[src/rtl/multi_clock_div_pkg.sv]
// Shared constants and width helpers for the multi-channel clock divider.
package clock_div_pkg;

   localparam int COUNT_WIDTH_DEF = 17;

   // Half-period for 100 MHz -> 1 kHz: 2 * (49999 + 1) = 100000 cycles
   localparam int HALF_1KHZ = 49999;

   function automatic int chan_w(input int n);
      return (n > 2) ? $clog2(n) : 1;
   endfunction

endpackage

[src/rtl/multi_clock_div_if.sv]
// Config write port of the clock divider: valid/ready handshake carrying a channel index and half-period.
interface multi_clock_div_if
   import clock_div_pkg::*;
#(
   parameter int CHANNELS    = 4,
   parameter int COUNT_WIDTH = COUNT_WIDTH_DEF
);

   localparam int CHAN_W = chan_w(CHANNELS);

   logic                   cfg_valid;
   logic [CHAN_W-1:0]      cfg_chan;
   logic [COUNT_WIDTH-1:0] cfg_half;
   logic                   cfg_ready;

   modport master (output cfg_valid, output cfg_chan, output cfg_half, input cfg_ready);
   modport slave  (input cfg_valid, input cfg_chan, input cfg_half, output cfg_ready);

endinterface

[src/rtl/multi_clock_div_channel.sv]
// One divider channel: half-period counter, 50% output, rising-edge tick and a
// pending half-period that only takes effect at a period boundary.
module div_channel
   import clock_div_pkg::*;
#(
   parameter int          COUNT_WIDTH  = COUNT_WIDTH_DEF,
   parameter int unsigned DEFAULT_HALF = 0
)(
   input  logic                   clock,
   input  logic                   reset,
   input  logic                   enable,
   input  logic                   sync,
   input  logic                   wr_en,
   input  logic [COUNT_WIDTH-1:0] wr_half,
   output logic                   pending_out,
   output logic                   div_clock,
   output logic                   tick
);

   logic [COUNT_WIDTH-1:0] half_q, half_d;
   logic [COUNT_WIDTH-1:0] pend_q, pend_d;
   logic                   pend_flag_q, pend_flag_d;
   logic [COUNT_WIDTH-1:0] cnt_q, cnt_d;
   logic                   div_q, div_d;
   logic                   tick_q, tick_d;
   logic                   apply;

   always_comb begin
      half_d      = half_q;
      pend_d      = pend_q;
      pend_flag_d = pend_flag_q;
      cnt_d       = cnt_q;
      div_d       = div_q;
      tick_d      = 1'b0;
      apply       = 1'b0;

      if (sync || !enable) begin
         cnt_d = '0;
         div_d = 1'b0;
         apply = pend_flag_q;
      end else if (cnt_q == half_q) begin
         cnt_d  = '0;
         div_d  = ~div_q;
         tick_d = ~div_q;
         // The falling edge closes a full period, so a new ratio can start cleanly here
         apply  = div_q && pend_flag_q;
      end else begin
         cnt_d = cnt_q + COUNT_WIDTH'(1);
      end

      if (apply) begin
         half_d      = pend_q;
         pend_flag_d = 1'b0;
      end

      // Only accepted while the flag is clear, so it never collides with an apply
      if (wr_en) begin
         pend_d      = wr_half;
         pend_flag_d = 1'b1;
      end
   end

   always_ff @(posedge clock) begin
      if (reset) begin
         half_q      <= COUNT_WIDTH'(DEFAULT_HALF);
         pend_q      <= '0;
         pend_flag_q <= 1'b0;
         cnt_q       <= '0;
         div_q       <= 1'b0;
         tick_q      <= 1'b0;
      end else begin
         half_q      <= half_d;
         pend_q      <= pend_d;
         pend_flag_q <= pend_flag_d;
         cnt_q       <= cnt_d;
         div_q       <= div_d;
         tick_q      <= tick_d;
      end
   end

   assign pending_out = pend_flag_q;
   assign div_clock   = div_q;
   assign tick        = tick_q;

endmodule

[src/rtl/multi_clock_div.sv]
// Multi-channel programmable clock divider: CHANNELS independent divider channels
// sharing one config write port and a common phase-align pulse.
module multi_clock_div
   import clock_div_pkg::*;
#(
   parameter int          CHANNELS     = 4,
   parameter int          COUNT_WIDTH  = COUNT_WIDTH_DEF,
   parameter int unsigned DEFAULT_HALF = 0
)(
   input  logic                clock,
   input  logic                reset,
   input  logic [CHANNELS-1:0] enable,
   input  logic                sync,
   multi_clock_div_if.slave    cfg,
   output logic [CHANNELS-1:0] div_clock,
   output logic [CHANNELS-1:0] tick
);

   localparam int CHAN_W = chan_w(CHANNELS);

   logic [CHANNELS-1:0] pend_flag;
   logic [CHANNELS-1:0] wr_en;
   logic                chan_busy;

   // Out-of-range indices match no channel: never busy, write silently dropped
   always_comb begin
      chan_busy = 1'b0;
      for (int i = 0; i < CHANNELS; i++) begin
         if (cfg.cfg_chan == CHAN_W'(i) && pend_flag[i]) chan_busy = 1'b1;
      end
   end

   assign cfg.cfg_ready = ~chan_busy;

   always_comb begin
      wr_en = '0;
      for (int i = 0; i < CHANNELS; i++) begin
         wr_en[i] = cfg.cfg_valid && !chan_busy && (cfg.cfg_chan == CHAN_W'(i));
      end
   end

   for (genvar g = 0; g < CHANNELS; g++) begin : g_chan
      div_channel #(
         .COUNT_WIDTH  (COUNT_WIDTH),
         .DEFAULT_HALF (DEFAULT_HALF)
      ) u_chan (
         .clock       (clock),
         .reset       (reset),
         .enable      (enable[g]),
         .sync        (sync),
         .wr_en       (wr_en[g]),
         .wr_half     (cfg.cfg_half),
         .pending_out (pend_flag[g]),
         .div_clock   (div_clock[g]),
         .tick        (tick[g])
      );
   end

endmodule
[src/flat_wrapper.sv]
// flat-port wrapper written by rule: the top's interface ports become plain ports
module multi_clock_div_flat import clock_div_pkg::*;
#(
   parameter int          CHANNELS     = 4,
   parameter int          COUNT_WIDTH  = COUNT_WIDTH_DEF,
   parameter int unsigned DEFAULT_HALF = 0
)
  (clock, reset, enable, sync, div_clock, tick, cfg_cfg_valid, cfg_cfg_chan, cfg_cfg_half, cfg_cfg_ready);
  multi_clock_div_if #(.CHANNELS(CHANNELS), .COUNT_WIDTH(COUNT_WIDTH)) cfg_i ();
  input  logic clock;
  input  logic reset;
  input  logic [CHANNELS-1:0] enable;
  input  logic sync;
  output logic [CHANNELS-1:0] div_clock;
  output logic [CHANNELS-1:0] tick;
  input wire logic [$bits(cfg_i.cfg_valid)-1:0] cfg_cfg_valid;
  input wire logic [$bits(cfg_i.cfg_chan)-1:0] cfg_cfg_chan;
  input wire logic [$bits(cfg_i.cfg_half)-1:0] cfg_cfg_half;
  output wire logic [$bits(cfg_i.cfg_ready)-1:0] cfg_cfg_ready;
  assign cfg_i.cfg_valid = cfg_cfg_valid;
  assign cfg_i.cfg_chan = cfg_cfg_chan;
  assign cfg_i.cfg_half = cfg_cfg_half;
  assign cfg_cfg_ready = cfg_i.cfg_ready;
  multi_clock_div #(.CHANNELS(CHANNELS), .COUNT_WIDTH(COUNT_WIDTH), .DEFAULT_HALF(DEFAULT_HALF)) u_core (.clock(clock), .reset(reset), .enable(enable), .sync(sync), .cfg(cfg_i), .div_clock(div_clock), .tick(tick));
endmodule
[config.mk]
export PLATFORM = sky130hd
export DESIGN_NAME = multi_clock_div_flat
export DESIGN_NICKNAME = d
export VERILOG_FILES = /design/src/rtl/multi_clock_div_pkg.sv /design/src/rtl/multi_clock_div_if.sv /design/src/rtl/multi_clock_div_channel.sv /design/src/rtl/multi_clock_div.sv /design/src/flat_wrapper.sv
export SDC_FILE = /design/constraint.sdc
export NUM_CORES = 1
export LEC_CHECK = 0
export ABC_AREA = 1
export CORE_MARGIN = 3
export CORE_UTILIZATION = 60
export DETAILED_ROUTE_END_ITERATION = 12
export DONT_BUFFER_PORTS = 1
export GPL_TIMING_DRIVEN = 0
export PLACE_DENSITY_LB_ADDON = 0.05
export SLEW_MARGIN = 20
export SYNTH_ARGS = -nofsm -noshare
export SYNTH_HDL_FRONTEND = slang
export SYNTH_SLANG_ARGS = --single-unit
[constraint.sdc]
create_clock -name clock -period 1.77 [get_ports clock]
set_input_delay 0.531 -clock clock [delete_from_list [all_inputs] [get_ports clock]]
set_output_delay 0.531 -clock clock [all_outputs]
set_load 0.03 [all_outputs]
-- Word-level counts from Yosys, hierarchy flattened
Cells that the tools add are included.
- bits of input ports: 27
- logic and storage cells: 103
- flip-flop bits (word level): 216
- multiplexer cells: 20
- equal/unequal tests: 7
- bitwise operators: 9
- reduce and logical (&&, ||, !) cells: 39
- $add $sub $neg: 4
- operators with widths (cell ; count):
    $add 17x1->17 const B ; 4
    $eq 17x17->1 ; 4
    $reduce_or 3->1 ; 8
    $mux 1 ; 20
    $logic_and 1x1->1 ; 13
    $not 1->1 ; 9
    $reduce_bool 2->1 ; 4
    $reduce_or 2->1 ; 4
    $logic_not 1->1 ; 5
    $eq 2x2->1 const B ; 2
    $logic_or 1x1->1 ; 4
    $eq 2x1->1 const B ; 1
    $logic_not 2->1 ; 1

-- Longest topological paths before layout
- depth in word-level cells: 10
- gate-level depth with buffers: 13

-- Cells and area by module
From an unflattened synthesis, not the netlist that was laid out.
- cell total of the unflattened synthesis: 1543
- area, all modules: 10567.6 um^2
- modules (own cells, without submodules) (module ; cells each ; area each (um^2) ; instances):
    div_channel ; 381 ; 2621.3 ; 4
    multi_clock_div ; 19 ; 82.6 ; 1

-- Worst setup path before layout
No wires, ideal clock.
- path type: in2reg
- from: input cfg_cfg_chan[0]
- to: register u_core.g_chan[3].u_chan.pend_q[10]
- arrival: 1.741 ns
- setup slack: -0.084 ns
- data required time: 1.657 ns
- path buffers: 1
- stages: 9
- cell sequence: inv_1 nor2_1 nand2_1 nand3_1 a31oi_4 nand4_2 buf_2 nor2_1 nor2_1
- longest elaborated chain between the ends: 9
- elaborated cells between the ends (all ways): 15
- classes of those cells: 3 x eq/ne; 4 x mux; 8 x reduce/logical
- ends and longest elaborated chain (item ; line ; source):
    start: declaration ; flat_wrapper.sv:17 ; input wire logic [$bits(cfg_i.cfg_chan)-1:0] cfg_cfg_chan;
    $logic_not 2->1 ; multi_clock_div.sv:29 ; if (cfg.cfg_chan == CHAN_W'(i) && pend_flag[i]) chan_busy = 1'b1;
    $logic_and 1x1->1 ; multi_clock_div.sv:29 ;
    $mux 1 (4 in a row) ; multi_clock_div.sv:29 ;
    $logic_not 1->1 ; multi_clock_div.sv:38 ; wr_en[i] = cfg.cfg_valid && !chan_busy && (cfg.cfg_chan == CHAN_W'(i));
    $logic_and 1x1->1 ; multi_clock_div.sv:38 ;
    $logic_and 1x1->1 * ; multi_clock_div.sv:38 ;
    end signal: assignment ; multi_clock_div_channel.sv:73 ; pend_q <= pend_d;
    end: declaration ; multi_clock_div_channel.sv:21 ; logic [COUNT_WIDTH-1:0] pend_q, pend_d;
Mark *: on every way between the ends. The rest lies on a longest branch, timed or not.
A chain may end at the register's enable or synchronous reset.

-- Worst setup path in the final report
- from: register u_core.g_chan[2].u_chan.pend_flag_q
- to: output cfg_cfg_ready
- longest elaborated chain between the ends: 4
- ends and longest elaborated chain (item ; line ; source):
    start: declaration ; multi_clock_div_channel.sv:22 ; logic pend_flag_q, pend_flag_d;
    start signal: assignment ; multi_clock_div_channel.sv:74 ; pend_flag_q <= pend_flag_d;
    $logic_and 1x1->1 ; multi_clock_div.sv:29 ;
    $mux 1 (2 in a row) ; multi_clock_div.sv:29 ;
    $not 1->1 ; multi_clock_div.sv:33 ; assign cfg.cfg_ready = ~chan_busy;
    end: declaration ; flat_wrapper.sv:19 ; output wire logic [$bits(cfg_i.cfg_ready)-1:0] cfg_cfg_ready;
Every way passes these cells.

==> flow_summary_export.csv <==
group,metric,value,unit
timing,hold_viol_final,0,
flow_run,maxCapViolCount,0,
logic_synthesis,synth-seq-cells,216,
clock_network,ctsHoldBuffers,0,
grt,antenna_found_initial,0,
worst_setup_path,arrival,1.45,ns
floorplanning,chipWidth,136.8,um
clock_network,clock_latency,0.52,ns
drt,drt_iter0_drc,737,
clock_network,cts_max_path_buffers,3,
drt,routed_wl,25750,um
min_path,hold_end,"u_core.g_chan[3].u_chan.pend_q[3]",
logic_synthesis,synth_cell_type_count,29,
power,power_density,929.7,nW/um^2
place,dpl.hpwl,17950,um
drt,viasPerCell,5.168,
grt,grt_pass1_vias,8652,
logic_synthesis,ys.flop_type,"dfxtp_1",
power,finalPower,11.32,mW
logic_synthesis,synth_nets,1594,
drt,first_pass_iters,5,
clock_network,cts_sinks,216,
clock_network,path_clk_slew,0.06,ns
worst_setup_path,crit_required,1.24,ns
drt,drtAntennaViolNets,0,
drt,drcViolationCount,0,
cells_and_area,final_nets,1641,
cells_and_area,final_common_cell,"nand2_1",
clock_network,cts_tree,"built",
worst_setup_path,endpoint_kind,"output port",
logic_synthesis,synth_cells,1563,
cells_and_area,finalInstanceArea,12180,sq um
timing,max_freq,504.8,MHz
logic_synthesis,ys_seq_area_frac,0.4214,
worst_setup_path,worstRegToRegCells,7,
clock_network,cts_buffers,24,
power,leakagePower,5.745,nW
floorplanning,rows,47,
cells_and_area,layout-drive-gt1-share,0.1456,
floorplanning,coreArea,16640,sq um
logic_synthesis,synth_top_cell_area_share,0.4214,
logic_synthesis,synth-edff-count,0,
min_path,min_path_type,"in -> reg",
power,vdd_drop_max,851.7,uV
logic_synthesis,yosysWarningCount,0,
timing,final.setup_skew,0.01128,ns
floorplanning,start_util,0.6166,
logic_synthesis,synth_top_area_cell,"dfxtp_1",
timing,period_minus_slack,1.981,ns
clock_network,htree_num_levels,1,
place,port-buffer-count,0,
timing,maxSlewViolCount,0,
timing,fin_ws,-0.2110,ns
timing,worst_pin_slew,0.6863,ns
place,placed_area,10620,sq um
timing,timing.final.crit_share,1.119,
cells_and_area,layout_common_cells,"367 x nand2_1, 274 x nor2_1, 227 x inv_1",
cells_and_area,fillers,1360,
min_path,holdCritStartpoint,"cfg_cfg_half[3]",
grt,grt_pass1_wl,40100,um
status,status,"complete, but fails checks",
status,violations,"negative setup slack",
grt,grt_max_degree,14,
floorplanning,die_y,136.8,um
floorplanning,die_area,18710,sq um
timing,hold_slack,0.1488,ns
worst_setup_path,r2r_end,"u_core.g_chan[1].u_chan.pend_q[12]",
worst_setup_path,r2r_start,"u_core.g_chan[2].u_chan.pending_out",
timing,finalSetupViolations,12,
logic_synthesis,syn_area_per_cell,6.566,sq um
worst_setup_path,start_kind,"flip-flop",
grt,track_usage,0.2622,
min_path,hold_depth,2,
drt,vias,9550,
clock_network,cts_root_buf,"clkbuf_16",
drt,detail_route.wl_per_cell,13.93,um
cells_and_area,syn_to_final_growth,18.65,%
cells_and_area,final_core_util,0.7317,
worst_setup_path,critPathKind,"reg -> out",
timing,rsz0062_at_grt,"true",
place,gp_congestion,0.8758,
floorplanning,io_pins,36,
logic_synthesis,synth_top_cells_by_area,"dfxtp_1 42%, nand2_1 14%, nor2_1 11%",
worst_setup_path,r2r_setup_slack,-0.08,ns
logic_synthesis,syn_area,10260,sq um
worst_setup_path,worstPathMaxFanout,5,
timing,slew_headroom,0.5424,
grt,grt-ovfl-total,0,
logic_synthesis,async_reset_ff_frac,0,
cells_and_area,diodes,0,
## critical path: stages (launching register included)
cell     delay [ns]
dfxtp_4        0.36
nand2_4        0.08
nand3_4        0.07
a31oi_4        0.42
## how the worst max path moves through the flow
stage                                                   start                                 end  cells past startpoint
final                     u_core.g_chan[2].u_chan.pending_out                       cfg_cfg_ready                      3
after global routing      u_core.g_chan[2].u_chan.pending_out                       cfg_cfg_ready                      3
after CTS                 u_core.g_chan[2].u_chan.pending_out                       cfg_cfg_ready                      3
after detailed placement                      cfg_cfg_chan[1]  u_core.g_chan[1].u_chan.pend_q[12]                      9
after global placement                        cfg_cfg_chan[0]  u_core.g_chan[2].u_chan.pend_q[16]                      8
after floorplan                               cfg_cfg_chan[0]  u_core.g_chan[1].u_chan.pend_q[10]                      9
## cell type report
class,count,area (sq um),area share
Tap cell,220,275.3,0.02261
Timing Repair Buffer,24,214.0,0.01757
Clock inverter,13,143.9,0.01182
Clock buffer,31,698.2,0.05734
Sequential cell,216,4415,0.3626
Buffer,50,361.6,0.02970
Multi-Input combinational cell,1054,5150,0.4229
Inverter,240,918.4,0.07542
## power breakdown
part,total (mW),leakage (nW),switching (mW),internal (mW)
clock,5.23,0.427,2.01,3.22
sequential,5.12,1.78,0.110,5.01
combinational,0.974,3.54,0.622,0.352
total,11.3,5.74,2.75,8.57
## logic make-up after synthesis
family                   after synthesis  synth area share
AND/OR/NAND/NOR                      867            0.3500
buffers and inverters                293            0.1141
flip-flops                           216            0.4214
AO/OA/AOI/OAI                        133           0.06694
XOR/XNOR                              50           0.04267
adder cells (fa/ha/maj)                4          0.004877
## flip-flops by register name (all words and copies together), names as in the netlist
name                              flops
u_core.g_chan.u_chan.cnt_q           68
u_core.g_chan.u_chan.pending_out      4
u_core.g_chan.u_chan.pend_q          68
u_core.g_chan.u_chan.div_clock        4
u_core.g_chan.u_chan.half_q          68
u_core.g_chan.u_chan.tick             4
## repair_timing
item,4_1_cts,5_1_grt
setup buffers,6,17
pin swaps,5,28
gates resized for setup,60,128
endpoints found under the hold margin,0,0
gates cloned,0,1
endpoints found under the setup margin,127,163
## layer usage
metal  routed length, um  global-route usage
met4                 714             0.07816
met3                1559             0.04301
met5                   0                   0
met2               12370              0.4373
met1               11110              0.3508
## through the flow
stage               setup slack (ns)  std cells  setup TNS (ns)
CTS                          -0.2306       1831         -0.5700
detailed placement           -0.3058       1783          -30.07
finish                       -0.2110       1848         -0.6228
global placement             -0.2979       1783          -27.25
global route                 -0.2527       1848          -6.891
floorplan                   -0.03327       1563         -0.7516
## Yosys cell counts, types with 6 or more instances
cell and number:
nand3_2 6, buf_4 8, nand2_1 390, clkbuf_1 27, inv_1 239, buf_2 15, nor2_1 299, nor3b_1 12
xor2_1 29, a21oi_1 69, xnor2_1 21, nor3_1 25, dfxtp_1 216, nand3_1 102, nor4_1 10, nand4_1 13
o21ai_0 56
Power figures use the tool's default switching activity.
==> patch, RTL diff (same settings) <==
`COUNT_WIDTH_DEF`: 17 -> 34.
--- a/src/rtl/multi_clock_div_pkg.sv
+++ b/src/rtl/multi_clock_div_pkg.sv
@@ -3,3 +3,3 @@
 
-   localparam int COUNT_WIDTH_DEF = 17;
+   localparam int COUNT_WIDTH_DEF = 34;
 
Interface: changed (resized cfg_cfg_half); port bits go from 36 to 53. No check against the original RTL was run, so the function may have changed too.
==> patch against the original RTL <==
The flow still finishes with violations (negative setup slack); critical endpoint is now u_core.g_chan[1].u_chan.pend_q[9]; area after synthesis is 98% higher; non-clock buffer count is 224 higher; sequential cell count is 204 higher; wire length grew to 2.6 times the old value; total power is 94% higher; largest power group is now registers; design area is 120% higher; register-to-register slack worse by 0.21 ns; worst setup slack worse by 0.080 ns; synthesized cell count is 89% higher.
==> patch: results (changes against the original RTL) <==
status finished, violations left; failing checks negative setup slack; Final TNS setup -28.12 ns (-27.49 ns); vias in the first global route 19500 (+130%); met3 wire length 5140 um (+230%); ys flop type dfxtp_1; first-pass GRT wire length 99400 um (+150%); Num CTS Buffers 45 (+88%); #MultiIn Comb 1963 (+86%); setup violators final 312 (+300); Worst Slack Setup Final -0.291 ns (-0.0798 ns); initial antenna violation count 1 (+1); Worst Hold End u_core.g_chan[2].u_chan.pend_q[29]; Worst Skew 0.0203 ns (+0.00903 ns); fillers 2078 (+53%); P_leak 0.0111 uW (+93%); Worst setup endpoint u_core.g_chan[1].u_chan.pend_q[9]; final-layout clock buffer total 65 (+110%); dpl hpwl 42800 um (+140%); ClkCell Share 0.0564 (-0.0127); Total GRT Usage 0.340 (+0.0783); dpl ws -0.706 ns (-0.400 ns); top post-synthesis cells by count nand2_1 (614), dfxtp_1 (420), inv_1 (414); buffers outside the clock class 298 (+300%); NonClk Buf Share 0.105 (+0.0575); layout sequential cell count 420 (+94%); Placer Congestion 0.903 (+3.1%); Synth Area in Adders 0.00246 (-0.00242); M3 GR Usage 0.0545 (+0.0115); Metal-1 WL 27000 um (+140%); Vias/cell 5.72 (+11%); routed wl met2 32700 um (+160%); share of cells above drive strength 1 0.295 (+0.149); fraction of area in multi-input gates 0.437 (+0.0140); GR Layer Usage met1 0.441 (+0.0905); H-tree Lvls 2 (+1); crit path DAT 2.49 ns (+1.04 ns); inverter count 427 (+78%); Peak VDD IR 0.742 mV (-13%); layout net count 3203 (+95%); RR Endpoint u_core.g_chan[1].u_chan.pend_q[9]; placed insts 3395 (+90%); first-pass iteration count of the detailed router 6 (+1); Synth cell types 39 (+34%); Hold Slack 0.127 ns (-0.0221 ns); Placed Area 0.0211 mm^2 (+99%); M2 GR Usage 0.569 (+0.131); Largest regs u_core.g_chan.u_chan.cnt_q: 136 flops, u_core.g_chan.u_chan.half_q: 136 flops, u_core.g_chan.u_chan.pend_q: 136 flops; top cells by area, synth dfxtp_1 (41%), nand2_1 (11%), inv_1 (7.6%), nor2_1 (6.6%), a21oi_1 (6.2%); Detailed Route WL 67600 um (+160%); ant diodes 3 (+3); FF+latch area 0.00864 mm^2 (+96%); Iteration-0 DRC Markers 1864 (+150%); clock latency on the worst-skew pair 0.57 ns (+0.05 ns); Syn Area/Cell 6.89 um^2 (+5.0%); worst hold start cfg_cfg_half[29]; Compound-Gate Fraction of Synth Area 0.138 (+0.0710); Max transition margin 0.414 (-0.129); fin area 0.0270 mm^2 (+120%)
[patch: cell types whose count changed in the layout (fill, tap and decap cells not counted), moves of 60 or more]
| cell | change |
|---|---|
| dfxtp_1 | +130 |
| a21oi_4 | +68 |
| a21oi_1 | +125 |
| nand2_1 | +181 |
| inv_1 | +136 |
| buf_4 | +96 |
| a21oi_2 | +69 |
| nand3_2 | +60 |
[patch: critical path, delay by kind of cell, from the launching register on]
family,cells,cell delay (ns)
buffers and inverters,1,0.24
AND/OR/NAND/NOR,3,0.46
AO/OA/AOI/OAI,3,0.84
flip-flops,1,0.37
[patch: where the power goes]
part	internal, uW	switching, uW
sequential	9710	265
combinational	849	1260
clock	5810	4050
[patch: repair_timing]
action                                  CTS  global route
buffers inserted                         80            64
endpoints found under the setup margin  404           416
hold endpoints to repair                  0             0
resized for setup                       444           392
pin swaps                               138           173
gates cloned                             15             6
